===== src/rtl/branch_target_buffer_pkg.sv =====
// Shared BTB definitions: counter encodings, address-width default, PC slice macros.
`ifndef BTB_DEFS_SVH
`define BTB_DEFS_SVH
`define BTB_ADDR_W          32
`define BTB_CTR_SNT         2'b00
`define BTB_CTR_WNT         2'b01
`define BTB_CTR_WT          2'b10
`define BTB_CTR_ST          2'b11
`define BTB_IDX(pc, iw)     pc[(iw)+1:2]
`define BTB_TAG(pc, aw, iw) pc[(aw)-1:(iw)+2]
`endif

package branch_target_buffer_pkg;
  localparam int BTB_ADDR_W_DEF = `BTB_ADDR_W;

  typedef enum logic [1:0] {
    CTR_SNT = `BTB_CTR_SNT,
    CTR_WNT = `BTB_CTR_WNT,
    CTR_WT  = `BTB_CTR_WT,
    CTR_ST  = `BTB_CTR_ST
  } ctr_e;

  typedef struct packed {
    logic hit;
    logic p;
  } shadow_t;
endpackage


===== src/rtl/branch_target_buffer_sat_counter2.sv =====
// 2-bit saturating up/down counter, next-state only.
module sat_counter2
  import branch_target_buffer_pkg::*;
(
  input  logic [1:0] i_ctr,
  input  logic       i_inc,
  output logic [1:0] o_nxt
);
  always_comb begin
    o_nxt = i_ctr;
    if (i_inc) begin
      if (i_ctr != CTR_ST) o_nxt = i_ctr + 2'd1;
    end else begin
      if (i_ctr != CTR_SNT) o_nxt = i_ctr - 2'd1;
    end
  end
endmodule


===== src/rtl/branch_target_buffer.sv =====
// Direct-mapped BTB: combinational fetch lookup, ALU-stage update, fetch->ALU shadow of hit/prediction.
module branch_target_buffer
  import branch_target_buffer_pkg::*;
#(
  parameter int ENTRIES = 16,
  parameter int INDEX_W = 4,
  parameter int ADDR_W  = BTB_ADDR_W_DEF
) (
  input  logic              clk,
  input  logic              rst_n,
  input  logic [ADDR_W-1:0] pc_fetch,
  output logic              hit_fetch,
  output logic              p_fetch,
  output logic [ADDR_W-1:0] target_fetch,
  input  logic              stall,
  input  logic              flush,
  output logic              hit_alu,
  output logic              p_alu,
  input  logic [ADDR_W-1:0] pc_alu,
  input  logic [ADDR_W-1:0] target_alu,
  input  logic              result_alu,
  input  logic              write_rp,
  input  logic              write_rt
);
  localparam int TAG_W = ADDR_W - INDEX_W - 2;

  logic [ENTRIES-1:0]             r_valid;
  logic [ENTRIES-1:0][1:0]        r_ctr;
  logic [ENTRIES-1:0][TAG_W-1:0]  r_tag;
  logic [ENTRIES-1:0][ADDR_W-1:0] r_tgt;
  shadow_t                        r_d, r_alu;

  logic [INDEX_W-1:0] w_fidx, w_widx;
  logic [TAG_W-1:0]   w_ftag, w_wtag;
  logic [1:0]         w_ctr_nxt;
  logic               w_unused;

  assign w_fidx   = pc_fetch[INDEX_W+1:2];
  assign w_ftag   = pc_fetch[ADDR_W-1:INDEX_W+2];
  assign w_widx   = pc_alu[INDEX_W+1:2];
  assign w_wtag   = pc_alu[ADDR_W-1:INDEX_W+2];
  assign w_unused = ^{pc_fetch[1:0], pc_alu[1:0]};

  // No bypass: a same-index write this cycle is not visible until the next.
  assign hit_fetch    = r_valid[w_fidx] && (r_tag[w_fidx] == w_ftag);
  assign p_fetch      = hit_fetch && r_ctr[w_fidx][1];
  assign target_fetch = hit_fetch ? r_tgt[w_fidx] : '0;

  sat_counter2 u_ctr (
    .i_ctr (r_ctr[w_widx]),
    .i_inc (result_alu),
    .o_nxt (w_ctr_nxt)
  );

  // write_rt without write_rp is an illegal command and is dropped.
  always_ff @(posedge clk or negedge rst_n) begin
    if (!rst_n) begin
      r_valid <= '0;
      r_ctr   <= {ENTRIES{CTR_WNT}};
    end else if (write_rp) begin
      if (write_rt) begin
        r_valid[w_widx] <= 1'b1;
        r_ctr[w_widx]   <= result_alu ? CTR_WT : CTR_WNT;
      end else begin
        r_ctr[w_widx]   <= w_ctr_nxt;
      end
    end
  end

  always_ff @(posedge clk) begin
    if (write_rp && write_rt) begin
      r_tag[w_widx] <= w_wtag;
      r_tgt[w_widx] <= target_alu;
    end
  end

  always_ff @(posedge clk or negedge rst_n) begin
    if (!rst_n) begin
      r_d   <= '0;
      r_alu <= '0;
    end else if (flush) begin
      r_d   <= '0;
      r_alu <= '0;
    end else if (!stall) begin
      r_d   <= '{hit: hit_fetch, p: p_fetch};
      r_alu <= r_d;
    end
  end

  assign hit_alu = r_alu.hit;
  assign p_alu   = r_alu.p;
endmodule

===== config.mk =====
export PLATFORM = sky130hd
export DESIGN_NAME = branch_target_buffer
export DESIGN_NICKNAME = d
export VERILOG_FILES = /design/src/rtl/branch_target_buffer_pkg.sv /design/src/rtl/branch_target_buffer_sat_counter2.sv /design/src/rtl/branch_target_buffer.sv
export SDC_FILE = /design/constraint.sdc
export NUM_CORES = 1
export LEC_CHECK = 0
export BUFFER_PORTS_ARGS = -buffer_cell sky130_fd_sc_hd__clkbuf_2
export CAP_MARGIN = 20
export CORE_MARGIN = 3
export CORE_UTILIZATION = 65
export DETAILED_ROUTE_END_ITERATION = 10
export GPL_TIMING_DRIVEN = 0
export PLACE_DENSITY_LB_ADDON = 0.3
export SETUP_SLACK_MARGIN = 0.02
export SKIP_CTS_REPAIR_TIMING = 1
export SLEW_MARGIN = 20
export SYNTH_ARGS = -nofsm -noshare
export SYNTH_HDL_FRONTEND = slang
export SYNTH_SLANG_ARGS = --single-unit

===== constraint.sdc =====
create_clock -name clk -period 4.62 [get_ports clk]
set_clock_uncertainty 0.15 [all_clocks]
set_input_delay 0.231 -clock clk [delete_from_list [all_inputs] [get_ports clk]]
set_output_delay 0.231 -clock clk [all_outputs]
set_load 0.02 [all_outputs]

==> reports/results.txt <==
Clock power frac: 0.394
Hold depth: 5
Synth Flop Type: edfxtp_1
Cell variety after synth: 69
I/O pins: 139
Period utilisation layout: 0.996
Routed WL: 111000 µm
Initial antenna violation count: 10
Final hold vios: 2
Sequential Power Share: 0.529
First-pass GRT wire length: 155000 µm
Netlist Area Pre-Place: 0.0394 mm²
Critical Path AT: 4220 ps
Asr flop ratio synth: 0.0531
Design Power: 0.0192 W
Vias in the first global route: 22206
CP Max Fanout: 10
CTS tree: done
Worst Setup Start Kind: register
Crit Path Category: reg -> out
Sw power: 0.00427 W
Clock buffer count from CTS: 95
Reg2Reg Depth: 6
Root Buffer: clkbuf_16
Layout Nets: 2320
Slew Viols, Final: 0
Via density: 7.12
Wire per inst: 36.1 µm
RSZ-0062 raised after global routing: yes
Largest net degree at the start of global routing: 53
TritonRoute pass-1 iters: 6
Complex-gate fraction of the synthesized area: 0.0166
Initial Util: 0.662
Post-synth EDFFs: 928
Ys Warns: 0
Post-Synth Simple-Gate Area: 0.0396
Combinational Power Share: 0.077
Hold Path Class: in -> reg
Maximum clock path buffer count: 3
Area Growth Syn to Fin: 17.4%
Fmax: 0.217 GHz
Syn avg cell area: 21.7 µm²
Worst IR drop on VDD: 0.381 mV
Number of cell rows: 89
Commonest non-fill, non-tap cell in the layout: edfxtp_1
Most frequent cells in the layout: edfxtp_1 (928), mux4_2 (247), clkbuf_2 (134)
Min Tclk post-route: 4600 ps
XOR/XNOR share of the synthesized area: 0.00578
Mux cell area share after synthesis: 0.179
Chip Width: 252 µm
Least-Margin Pin Slew: 1330 ps
Post-synth net total: 1914
Post-DP HPWL: 68400 µm
Maximum level of the CTS H-tree: 3
Fillers: 3022
Worst-path clk slew: 70 ps
Die Area: 0.0636 mm²
PortBufs: 128
Yosys reg bits: 980
Final Setup Violations: 0
Clock sinks: 980
Failing checks: hold timing
Worst-Skew Late Latency: 650 ps
Power Internal: 0.0149 W
DRC Markers: 0
Die H: 252 µm
Switch share: 0.223
Gpl congestion: 0.942
Leakage Power: 15.5 nW
Gate Count Post-Synth: 1811
Status: finished, violations left
PwrDens: 414 mW/mm²
WHS: -27.7 ps
CP endpoint kind: output pin
Core area: 0.0595 mm²
Max Cap Violations: 0
Post-route ant nets: 0
Vias post-DR: 21926
Layout cells sized above 1: 0.371
Post-Synth Adder-Cell Area: 0.000254
Required @ worst endpoint: 4240 ps
Combinational family with the most area after synthesis: multiplexers
GR Util All Layers: 0.349
Gr ovfl total: 0
Drt initial violations: 3170
Register area share after synthesis: 0.741
Worst slew margin: 0.116
[worst paths after layout]
path / from / end / slack, ps
worst max-delay path: r_tag[350]$_DFFE_PP_ / target_fetch[22] / 20
worst min-delay path: pc_fetch[26] / r_d[0]$_DFFE_PN0P_ / -30
worst max register to register: r_ctr[6]$_DFFE_PN1P_ / r_ctr[14]$_DFFE_PN1P_ / 1630
worst min register to register: r_valid[13]$_DFFE_PN0P_ / r_valid[13]$_DFFE_PN0P_ / 320
max in group asynchronous: rst_n / p_alu$_DFFE_PN0P_ / 3760
min in group asynchronous: rst_n / r_valid[11]$_DFFE_PN0P_ / 80
[worst max-delay path, cell delays in order (launching register included)]
cell	delay, ps
edfxtp_1	410
mux4_2	540
mux2i_1	310
a211oi_1	170
or4_1	500
or4_1	570
buf_6	230
buf_6	190
nor4b_4	430
clkbuf_2	250
[state kept, by name, summed over array words and instances (netlist names)]
register,flops
hit_alu,1
r_d,2
r_ctr,32
r_valid,16
r_tag,416
r_tgt,512
p_alu,1
[layer usage]
| metal | up-vias | share of wire | routed length [µm] | track usage |
|---|---|---|---|---|
| li1 | 8496 | - | - | - |
| met1 | 11336 | 0.34 | 37700 | 0.455 |
| met2 | 1735 | 0.51 | 57000 | 0.586 |
| met3 | 357 | 0.10 | 11100 | 0.0685 |
| met4 | 2 | 0.047 | 5220 | 0.152 |
| met5 | - | 0.00014 | 16 | 0 |
[Yosys cell counts, types with 7 or more instances]
| library cell | count | area (µm²) |
|---|---|---|
| a211oi_1 | 7 | 52.6 |
| nor2_1 | 27 | 101 |
| dfrtp_1 | 36 | 901 |
| nor4b_2 | 30 | 450 |
| buf_6 | 19 | 214 |
| dfstp_2 | 16 | 420 |
| edfxtp_1 | 928 | 27900 |
| o221ai_1 | 7 | 61.3 |
| a21oi_1 | 9 | 45.0 |
| or2_2 | 17 | 106 |
| mux4_1 | 7 | 184 |
| inv_1 | 8 | 30.0 |
| nand2b_1 | 11 | 68.8 |
| mux2_2 | 52 | 586 |
| nor4_1 | 19 | 119 |
| xor2_1 | 16 | 140 |
| mux4_2 | 247 | 5560 |
| buf_4 | 12 | 90.1 |
| nor2b_1 | 12 | 75.1 |
| xnor2_1 | 10 | 87.6 |
| nand3_1 | 13 | 65.1 |
| o21ai_0 | 15 | 75.1 |
| nand2_1 | 30 | 113 |
| nor3_1 | 20 | 100 |
| buf_2 | 37 | 185 |
| mux2i_1 | 72 | 721 |
| clkbuf_1 | 30 | 113 |
| a22oi_1 | 10 | 75.1 |
| nand4_1 | 8 | 50.1 |
| a22o_1 | 10 | 87.6 |
[per-stage QoR]
| step | utilization | std cells | cell area (µm²) | setup TNS, ps | setup WS (ps) |
|---|---|---|---|---|---|
| 4_1_cts | 0.764 | 3001 | 45500 | -6940 | -436 |
| 3_5_place_dp | 0.714 | 2827 | 42500 | -5240 | -389 |
| 6_report | 0.778 | 3079 | 46200 | 0 | 16.5 |
| 5_1_grt | 0.777 | 3072 | 46200 | -137 | -52.6 |
| 3_3_place_gp | 0.691 | 2712 | 41100 | -3366110 | -7150 |
| 2_1_floorplan | - | 1811 | 39500 | -245930 | -1240 |
[cells by family (layout without fill, tap and decap cells)]
logic type               Yosys count  after routing
flip-flops                       980            980
other                              0             12
XOR/XNOR                          26             26
AND/OR/NAND/NOR                  226            226
adder cells (fa/ha/maj)            1              1
multiplexers                     379            379
buffers and inverters            113            596
AO/OA/AOI/OAI                     86             86
[power groups by stage]
stage	Sequential [W]	Clock, W	Combinational, W
global route	0.0101	0.00791	0.00155
global placement	0.0103	0	0.00129
CTS	0.0101	0.00754	0.00140
floorplan	0.0102	0	0.000859
detailed placement	0.0103	0	0.00137
finish	0.0101	0.00754	0.00148
[final cells by class]
class	count	area, µm²	area share
Antenna cell	12	30.0	0.000649
Buffer	103	661	0.0143
Clock buffer	116	2530	0.0547
Clock inverter	58	447	0.00966
Inverter	10	37.5	0.000812
Multi-Input combinational cell	718	9770	0.211
Sequential cell	980	29200	0.631
Tap cell	773	967	0.0209
Timing Repair Buffer	309	2610	0.0563
Power figures use the tool's default switching activity.
